[src/rtl/dac_pkg.sv]
// Shared definitions for the PmodDA2 (DAC121S101) serial transmitter.
// Contents: FSM state type, frame/code widths, power-down field value, and the
// sample-to-code reduction used at accept time.
// Build option: define DAC_ROUND_EN to round half-up (with clip) instead of truncating.
package dac_pkg;

    localparam int unsigned FRAME_W = 16;
    localparam int unsigned CODE_W  = 12;

    localparam logic [1:0] PD_NORMAL = 2'b00;

    typedef enum logic [1:0] {
        StIdle,
        StShift,
        StGap
    } state_e;

    // 16-bit unsigned mixer sample -> 12-bit DAC code.
    function automatic logic [CODE_W-1:0] sample_to_code(input logic [FRAME_W-1:0] s);
`ifdef DAC_ROUND_EN
        logic [CODE_W:0] sum;
        logic            unused_lsbs;
        unused_lsbs = ^s[2:0];
        sum = {1'b0, s[15:4]} + {{CODE_W{1'b0}}, s[3]};
        // Carry out only happens from 12'hFFF + 1: clip to full scale.
        return sum[CODE_W] ? {CODE_W{1'b1}} : sum[CODE_W-1:0];
`else
        logic unused_lsbs;
        unused_lsbs = ^s[3:0];
        return s[15:4];
`endif
    endfunction

    // Frame layout: {2 don't-care, 2 power-down, 12 code}, sent MSB first.
    function automatic logic [FRAME_W-1:0] build_frame(input logic [CODE_W-1:0] code);
        return {2'b00, PD_NORMAL, code};
    endfunction

endpackage

[src/rtl/dac_spi_tx_if.sv]
// Sample handshake plus DAC pin bundle for dac_spi_tx.
// master: upstream sample source view. slave: the transmitter view.
// Signals: sample_in/sample_valid/sample_ready handshake, busy status,
// dac_sync_n/dac_sclk/dac_din serial pins.
interface dac_spi_tx_if;

    logic [dac_pkg::FRAME_W-1:0] sample_in;
    logic                        sample_valid;
    logic                        sample_ready;
    logic                        busy;
    logic                        dac_sync_n;
    logic                        dac_sclk;
    logic                        dac_din;

    modport master (
        output sample_in, sample_valid,
        input  sample_ready, busy, dac_sync_n, dac_sclk, dac_din
    );

    modport slave (
        input  sample_in, sample_valid,
        output sample_ready, busy, dac_sync_n, dac_sclk, dac_din
    );

endinterface

[src/rtl/dac_spi_tx_sclk_div.sv]
// SCLK half-period timer. Emits a one-cycle phase_tick on the last system clock
// of every CLK_DIV-clock half-period; restarts on rst and on clear (sample accept).
// Ports: clk, rst (sync, active-high), clear, phase_tick.
module sclk_div #(
    parameter int unsigned CLK_DIV = 1
) (
    input  logic clk,
    input  logic rst,
    input  logic clear,
    output logic phase_tick
);

    localparam int unsigned CntW = (CLK_DIV > 1) ? $clog2(CLK_DIV) : 1;
    localparam logic [CntW-1:0] CntMax = CntW'(CLK_DIV - 1);

    logic [CntW-1:0] cnt_q;

    assign phase_tick = (cnt_q == CntMax);

    always_ff @(posedge clk) begin
        if (rst || clear) begin
            cnt_q <= '0;
        end else if (phase_tick) begin
            cnt_q <= '0;
        end else begin
            cnt_q <= cnt_q + CntW'(1);
        end
    end

endmodule

[src/rtl/dac_spi_tx.sv]
// Serial transmitter for a DAC121S101 (PmodDA2). Accepts one 16-bit sample per
// valid/ready handshake, reduces it to a 12-bit code and shifts a 16-bit frame out
// MSB first. Each bit is CLK_DIV clocks SCLK high then CLK_DIV clocks low; SYNC_n
// then stays high GAP_CYC clocks before the next sample can be accepted.
// Ports: clk, rst (sync, active-high), bus (dac_spi_tx_if.slave).
// Build option: DAC_ROUND_EN selects rounded code reduction (see dac_pkg).
module dac_spi_tx
    import dac_pkg::*;
#(
    parameter int unsigned CLK_DIV = 1,
    parameter int unsigned GAP_CYC = 2
) (
    input  logic         clk,
    input  logic         rst,
    dac_spi_tx_if.slave  bus
);

    localparam int unsigned GapW = (GAP_CYC > 1) ? $clog2(GAP_CYC) : 1;
    localparam logic [GapW-1:0] GapLast = GapW'(GAP_CYC - 1);

    state_e               state_q, state_d;
    logic [FRAME_W-1:0]   shift_q, shift_d;
    logic [4:0]           phase_q, phase_d;   // half-period index 0..31, even = SCLK high
    logic [GapW-1:0]      gap_q, gap_d;
    logic                 sync_n_q, sync_n_d;
    logic                 sclk_q, sclk_d;
    logic                 din_q, din_d;
    logic                 ready_q, ready_d;
    logic                 busy_q, busy_d;

    logic                 accept;
    logic                 phase_tick;
    logic [FRAME_W-1:0]   frame_in;

    assign accept   = (state_q == StIdle) && ready_q && bus.sample_valid;
    assign frame_in = build_frame(sample_to_code(bus.sample_in));

    sclk_div #(
        .CLK_DIV (CLK_DIV)
    ) u_sclk_div (
        .clk        (clk),
        .rst        (rst),
        .clear      (accept),
        .phase_tick (phase_tick)
    );

    always_comb begin
        state_d  = state_q;
        shift_d  = shift_q;
        phase_d  = phase_q;
        gap_d    = gap_q;
        sync_n_d = sync_n_q;
        sclk_d   = sclk_q;
        din_d    = din_q;

        unique case (state_q)
            StIdle: begin
                if (accept) begin
                    state_d  = StShift;
                    shift_d  = frame_in;
                    din_d    = frame_in[FRAME_W-1];
                    phase_d  = '0;
                    sync_n_d = 1'b0;
                    sclk_d   = 1'b1;
                end
            end
            StShift: begin
                if (phase_tick) begin
                    if (phase_q == 5'd31) begin
                        state_d  = StGap;
                        gap_d    = '0;
                        sync_n_d = 1'b1;
                        sclk_d   = 1'b1;
                        din_d    = 1'b0;
                    end else begin
                        phase_d = phase_q + 5'd1;
                        if (!phase_q[0]) begin
                            sclk_d = 1'b0;          // falling edge: DAC samples din
                        end else begin
                            // Next bit is presented together with the rising edge.
                            sclk_d  = 1'b1;
                            din_d   = shift_q[FRAME_W-2];
                            shift_d = {shift_q[FRAME_W-2:0], 1'b0};
                        end
                    end
                end
            end
            StGap: begin
                if (gap_q == GapLast) begin
                    state_d = StIdle;
                end else begin
                    gap_d = gap_q + GapW'(1);
                end
            end
            default: state_d = StIdle;
        endcase

        ready_d = (state_d == StIdle);
        busy_d  = (state_d != StIdle);
    end

    always_ff @(posedge clk) begin
        if (rst) begin
            state_q  <= StIdle;
            shift_q  <= '0;
            phase_q  <= '0;
            gap_q    <= '0;
            sync_n_q <= 1'b1;
            sclk_q   <= 1'b1;
            din_q    <= 1'b0;
            ready_q  <= 1'b0;
            busy_q   <= 1'b0;
        end else begin
            state_q  <= state_d;
            shift_q  <= shift_d;
            phase_q  <= phase_d;
            gap_q    <= gap_d;
            sync_n_q <= sync_n_d;
            sclk_q   <= sclk_d;
            din_q    <= din_d;
            ready_q  <= ready_d;
            busy_q   <= busy_d;
        end
    end

    assign bus.sample_ready = ready_q;
    assign bus.busy         = busy_q;
    assign bus.dac_sync_n   = sync_n_q;
    assign bus.dac_sclk     = sclk_q;
    assign bus.dac_din      = din_q;

endmodule

[src/flat_wrapper.sv]
// flat-port wrapper written by rule: the top's interface ports become plain ports
module dac_spi_tx_flat import dac_pkg::*;
#(
    parameter int unsigned CLK_DIV = 1,
    parameter int unsigned GAP_CYC = 2
)
  (clk, rst, bus_sample_in, bus_sample_valid, bus_sample_ready, bus_busy, bus_dac_sync_n, bus_dac_sclk, bus_dac_din);
  dac_spi_tx_if bus_i ();
  input  logic clk;
  input  logic rst;
  input wire logic [$bits(bus_i.sample_in)-1:0] bus_sample_in;
  input wire logic [$bits(bus_i.sample_valid)-1:0] bus_sample_valid;
  output wire logic [$bits(bus_i.sample_ready)-1:0] bus_sample_ready;
  output wire logic [$bits(bus_i.busy)-1:0] bus_busy;
  output wire logic [$bits(bus_i.dac_sync_n)-1:0] bus_dac_sync_n;
  output wire logic [$bits(bus_i.dac_sclk)-1:0] bus_dac_sclk;
  output wire logic [$bits(bus_i.dac_din)-1:0] bus_dac_din;
  assign bus_i.sample_in = bus_sample_in;
  assign bus_i.sample_valid = bus_sample_valid;
  assign bus_sample_ready = bus_i.sample_ready;
  assign bus_busy = bus_i.busy;
  assign bus_dac_sync_n = bus_i.dac_sync_n;
  assign bus_dac_sclk = bus_i.dac_sclk;
  assign bus_dac_din = bus_i.dac_din;
  dac_spi_tx #(.CLK_DIV(CLK_DIV), .GAP_CYC(GAP_CYC)) u_core (.clk(clk), .rst(rst), .bus(bus_i));
endmodule
[config.mk]
export PLATFORM = sky130hd
export DESIGN_NAME = dac_spi_tx_flat
export DESIGN_NICKNAME = d
export VERILOG_FILES = /design/src/rtl/dac_pkg.sv /design/src/rtl/dac_spi_tx_if.sv /design/src/rtl/dac_spi_tx_sclk_div.sv /design/src/rtl/dac_spi_tx.sv /design/src/flat_wrapper.sv
export SDC_FILE = /design/constraint.sdc
export NUM_CORES = 1
export LEC_CHECK = 0
export ABC_CLOCK_PERIOD_IN_PS = 4050
export BUFFER_PORTS_ARGS = -buffer_cell sky130_fd_sc_hd__buf_2
export CAP_MARGIN = 20
export CELL_PAD_IN_SITES_DETAIL_PLACEMENT = 1
export CELL_PAD_IN_SITES_GLOBAL_PLACEMENT = 1
export CORE_MARGIN = 2
export CORE_UTILIZATION = 44
export DETAILED_ROUTE_END_ITERATION = 10
export PLACE_DENSITY = 0.78
export SKIP_LAST_GASP = 1
export SYNTH_ARGS = -nofsm -noshare
export SYNTH_HDL_FRONTEND = slang
export SYNTH_SLANG_ARGS = --single-unit
[constraint.sdc]
create_clock -name clk -period 4.05 [get_ports clk]
set_clock_uncertainty 0.1 [all_clocks]
set_input_delay 1.0125 -clock clk [delete_from_list [all_inputs] [get_ports clk]]
set_output_delay 1.0125 -clock clk [all_outputs]
set_load 0.01 [all_outputs]
; Word level (Yosys, flattened, before mapping)
; Cells that the tools add are included.
; Widths: inputs -> output; s select.
[op_classes]
addsub = 3
n_eq_ne = 9
n_mux = 31
n_bitwise = 1
n_reduce_logical = 15
[ops]
columns = op, count
row1 = $mux 15, 4
row2 = $pmux 15 s2, 1
row3 = $mux 5, 3
row4 = $mux 1, 13
row5 = $reduce_and 4->1, 3
row6 = $pmux 5 s2, 1
row7 = $mux 2, 4
row8 = $pmux 1 s2, 4
row9 = $ne 2x2->1 const B, 3
row10 = $pmux 2 s3, 1
row11 = $reduce_and 3->1, 2
row12 = $reduce_bool 2->1, 3
row13 = $add 5x1->5 const B, 1
row14 = $eq 5x5->1 const B, 1
row15 = $reduce_and 5->1, 1
row16 = $logic_not 2->1, 2
row17 = $ne 2x1->1 const B, 2
row18 = $ne 3x1->1 const B, 1
row19 = $add 1x1->1 const B, 2
row20 = $eq 2x1->1 const B, 1
row21 = $eq 2x2->1 const B, 1
row22 = $logic_and 1x1->1, 2
row23 = $reduce_or 2->1, 1
row24 = $logic_or 1x1->1, 1
row25 = $not 1->1, 1
[word_totals]
ff_bits = 29
input_bits = 19
output_inout_bits = 5

; Logic depth before layout (Yosys ltp)
[logic_depth]
word_depth = 6
depth_mapped = 8

; Cells and area by module
; From an unflattened synthesis, not the netlist that was laid out.
[unflattened]
hier_cells = 146
area_unflattened_um2 = 1318.8
[modules_own_cells]
columns = module, n_inst, cells_per_inst, area_each_um2, seq_area_each_um2
row1 = dac_spi_tx, 1, 143, 1291.2, 560.5
row2 = sclk_div, 1, 3, 27.5, 20.0

; Least setup slack after synthesis
; Ideal clock, no wire load.
[synth_timing]
kind = in2reg
startpoint = input port rst
endpoint = register u_core.phase_q[3]
setup_ns = 0.148
arrival_ns = 1.796
setup_slack_ns = 2.006
stages = 3
n_path_buf = 2
path_cell_list = clkbuf_1 clkbuf_1 a211oi_1
[synth_lines]
columns = element, line_no
row1 = from (decl), flat_wrapper.sv:10  ; input logic rst;
row2 = to (signal assigned), dac_spi_tx.sv:116  ; phase_q <= phase_d;
row3 = to (decl), dac_spi_tx.sv:23  ; logic [4:0] phase_q, phase_d;
; No word-level cell between the ends.

; Worst setup path after layout
[layout_timing]
startpoint = register u_core.phase_q[0]
endpoint = register u_core.shift_q[7]
[layout_via]
elab_chain_len = 3
elab_cells_between_ends = 4
[layout_rtl]
columns = element, line_no
row1 = $eq 5x5->1, dac_spi_tx.sv:69  ; if (phase_q == 5'd31) begin
row2 = $ne 2x2->1 (no source line), n/a
row3 = $reduce_and 5->1 (no source line) (*), n/a
row4 = to (signal assigned), dac_spi_tx.sv:115  ; shift_q <= shift_d;
row5 = to (decl), dac_spi_tx.sv:22  ; logic [FRAME_W-1:0] shift_q, shift_d;
; Every way passes the cells marked *; elsewhere a longest branch is shown, timed or not.
; A chain may end at the register's enable or synchronous reset.

==> qor.yml <==
global_routing:
  gr-usage-met2_pct: 30.2
  grtUsageMet1_pct: 22.5
  grt_max_degree: 29
  grt_pass1_wl_mm: 4.77
  overflow: 0
  grt_pass1_vias: 1064
  antenna_found_initial: 0
  grt_use_met3_pct: 5.05
  grt_busiest_layer: "met2"
  grt_use_total_pct: 18.4
place:
  portBuffers: 19
  dp_slack_ns: 1.21
  hpwl_mm: 1.90
  place_congestion: 0.725
timing:
  max_slew_margin_pct: 38.6
  max_freq_mhz: 352
  finalCriticalPeriod_ns: 2.84
  final-setup-viol-count: 0
  finalSetupTns_ns: 0
  worst_slack_ns: 1.21
  finalCritPeriodShare_pct: 70.2
  drv_slew: 0
  hold_slack_ns: 0.395
  hold_viol: 0
  worstMarginPinSlew_ns: 0.921
  rsz0062_at_grt: "no"
clocking:
  clock_latency_ns: 0.32
  hold_buffers: 0
  clockBufferDepth: 2
  cts_buffers: 5
  ctsHtreeMaxLevel: 2
  post_cts_buffers: 0
  root_buffer: "clkbuf_4"
  post_cts_resized: 0
  cts.sinks: 29
  clkTransAtPathRegs_ns: 0.10
  cts_tree: "done"
setup_path:
  worstSetupPathType: "reg2reg"
  reg2reg_from: "u_core.phase_q[0]$_SDFFE_PP0P_"
  path_max_fanout: 22
  end_kind: "flip-flop"
  critPathArrivalTime_ns: 2.98
  startpoint_type: "flip-flop"
  cp-startpoint: "u_core.phase_q[0]$_SDFFE_PP0P_"
  crit_required_ns: 4.18
yosys:
  synth_xor_area_share_pct: 0
  yosys-top-cells-area: "dfxtp_1, a211oi_2, mux2i_1"
  yosys.area_share.simple_pct: 16.5
  synthAdderAreaFrac_pct: 1.92
  synth_top_area_share_pct: 44.6
  synth_top_family_by_area: "compound AO/OA/AOI/OAI gates"
  ys_warn_count: 0
  synth-seq-area-share_pct: 44.6
  synth.distinct_cells: 31
  syn_nets: 150
  synth_compound_area_share_pct: 22.1
  ys_ff_latch: 29
  avgSynthCellArea_um2: 10.1
  synth.largest_area_cell: "dfxtp_1"
  synthMuxAreaShare_pct: 9.23
  synth_area_um2: 1300
  syn_inst: 129
power:
  clockPowerShare_pct: 33.2
  max-vdd-ir-drop_v: 0.000290
  cellInternalPower_mw: 0.437
  leakagePower_nw: 0.603
  p_sw_share_pct: 26.5
  power.switching_mw: 0.158
  powerDensity_nw_per_um2: 412
  pwr-share-seq_pct: 52.4
  p_comb_share_pct: 14.4
floorplanning:
  dieArea_um2: 3410
  die_x_um: 58.4
  die_h_um: 58.4
  io_pins: 24
  start_util_pct: 46.8
  core_area_um2: 2780
  num_rows: 19
cells_and_area:
  fin_util_pct: 51.9
  seq_area_um2: 581
  final_nets: 166
  fillers: 319
  synthToLayoutAreaGrowth_pct: 11.0
  antennaDiodeCount: 0
  layout-drive-gt1-share_pct: 28.1
  multi_input_area_um2: 652
route:
  avgViaCountPerCell: 5.66
  routed_wl_mm: 2.74
  vias: 1001
  post_drt_wl_per_cell_um: 15.5
  drc: 0
  drt_iter0_drc: 34
  dr.pass1.iters: 4
  ant_nets: 0
hold_path:
  hold_start: "u_core.phase_q[3]$_SDFFE_PP0P_"
  hp-class: "reg2reg"
status:
  outcome: "completed"
job:
  drv_cap: 0
[synth_stat cells, drive strengths merged]
cell type  number
nor2           25
o22ai           1
conb            1
nor4b           1
o21ai           3
a32oi           5
nor2b           1
dfxtp          29
nor3b           2
buf             6
a41oi           1
clkbuf          4
or2             1
a211oi         12
ha              2
a31oi           1
a21oi           6
and3            1
nor3            3
o22a            1
mux2i          12
inv             2
and4bb          1
nand4bb         1
a22oi           3
nand2b          3
nor4            1
[layout by cell type, fill, tap and decap left out, types with 2 or more instances in the layout]
cell type / count
nand2b_1: 3
a21oi_1: 6
ha_1: 2
inv_1: 2
nor3b_1: 2
o21ai_0: 2
clkbuf_8: 2
mux2i_1: 12
clkbuf_4: 5
nor2_1: 25
a211oi_2: 11
buf_2: 19
nor3_1: 3
dfxtp_1: 29
a22oi_1: 3
a32oi_1: 5
[logic make-up (layout without fill, tap and decap cells)]
family / count (synthesis) / count (layout)
AO/OA/AOI/OAI: 33 / 33
adder cells (fa/ha/maj): 2 / 2
buffers and inverters: 12 / 29
flip-flops: 29 / 29
multiplexers: 12 / 12
other: 1 / 1
AND/OR/NAND/NOR: 40 / 40
[worst max-delay path, stage by stage, from the launching register on]
cell and delay (ns):
dfxtp_1 0.44, ha_1 0.29, and3_1 0.19, ha_1 0.26, nor4b_4 0.57, o22a_2 0.60, nor2_1 0.11, a211oi_2 0.20
[area by class of cell]
type	instances	area share, %
multi-input combinational	88	45.1
sequential	29	40.2
inverter	2	0.520
clock buffer	7	4.51
clock inverter	1	0.347
tap	31	2.69
timing repair buffer	19	6.59
[power groups by stage]
stage               Clock (mW)  Sequential (mW)  Combinational [mW]
finish                   0.198            0.312              0.0856
global route             0.220            0.314              0.0955
CTS                      0.203            0.312              0.0870
detailed placement           0            0.319              0.0864
global placement             0            0.317              0.0817
floorplan                    0            0.317              0.0687
[metrics by stage]
step / cells / power (mW) / instance area [µm²]
2_1_floorplan: 129 / 0.385 / 1300
3_3_place_gp: 169 / 0.399 / 1370
3_5_place_dp: 169 / 0.405 / 1370
4_1_cts: 177 / 0.602 / 1440
5_1_grt: 177 / 0.630 / 1440
6_report: 177 / 0.595 / 1440
[path summary, 6_finish.rpt]
check / to / slack [ns] / cells after the start
max: u_core.shift_q[7]$_SDFFE_PP0P_ / 1.21 / 7
min: u_core.phase_q[3]$_SDFFE_PP0P_ / 0.39 / 1
max reg2reg: u_core.shift_q[7]$_SDFFE_PP0P_ / 1.21 / 7
min reg2reg: u_core.phase_q[3]$_SDFFE_PP0P_ / 0.39 / 1
[per-layer routing]
metal | routed length, µm | part of all wire (%)
met4 | 42 | 1.5
met2 | 1400 | 51
met3 | 80 | 2.9
met5 | 0 | 0
met1 | 1210 | 44
[registers in the layout, indices dropped and copies added, names as in the netlist]
name and cells:
u_core.state_q 2, u_core.phase_q 5, u_core.bus.busy 1, u_core.gap_q 1, u_core.shift_q 15, u_core.u_sclk_div.cnt_q 1, u_core.bus.dac_sync_n 1, u_core.bus.dac_sclk 1
u_core.bus.sample_ready 1, u_core.bus.dac_din 1
Note: power is estimated with default switching activity, not from simulation.
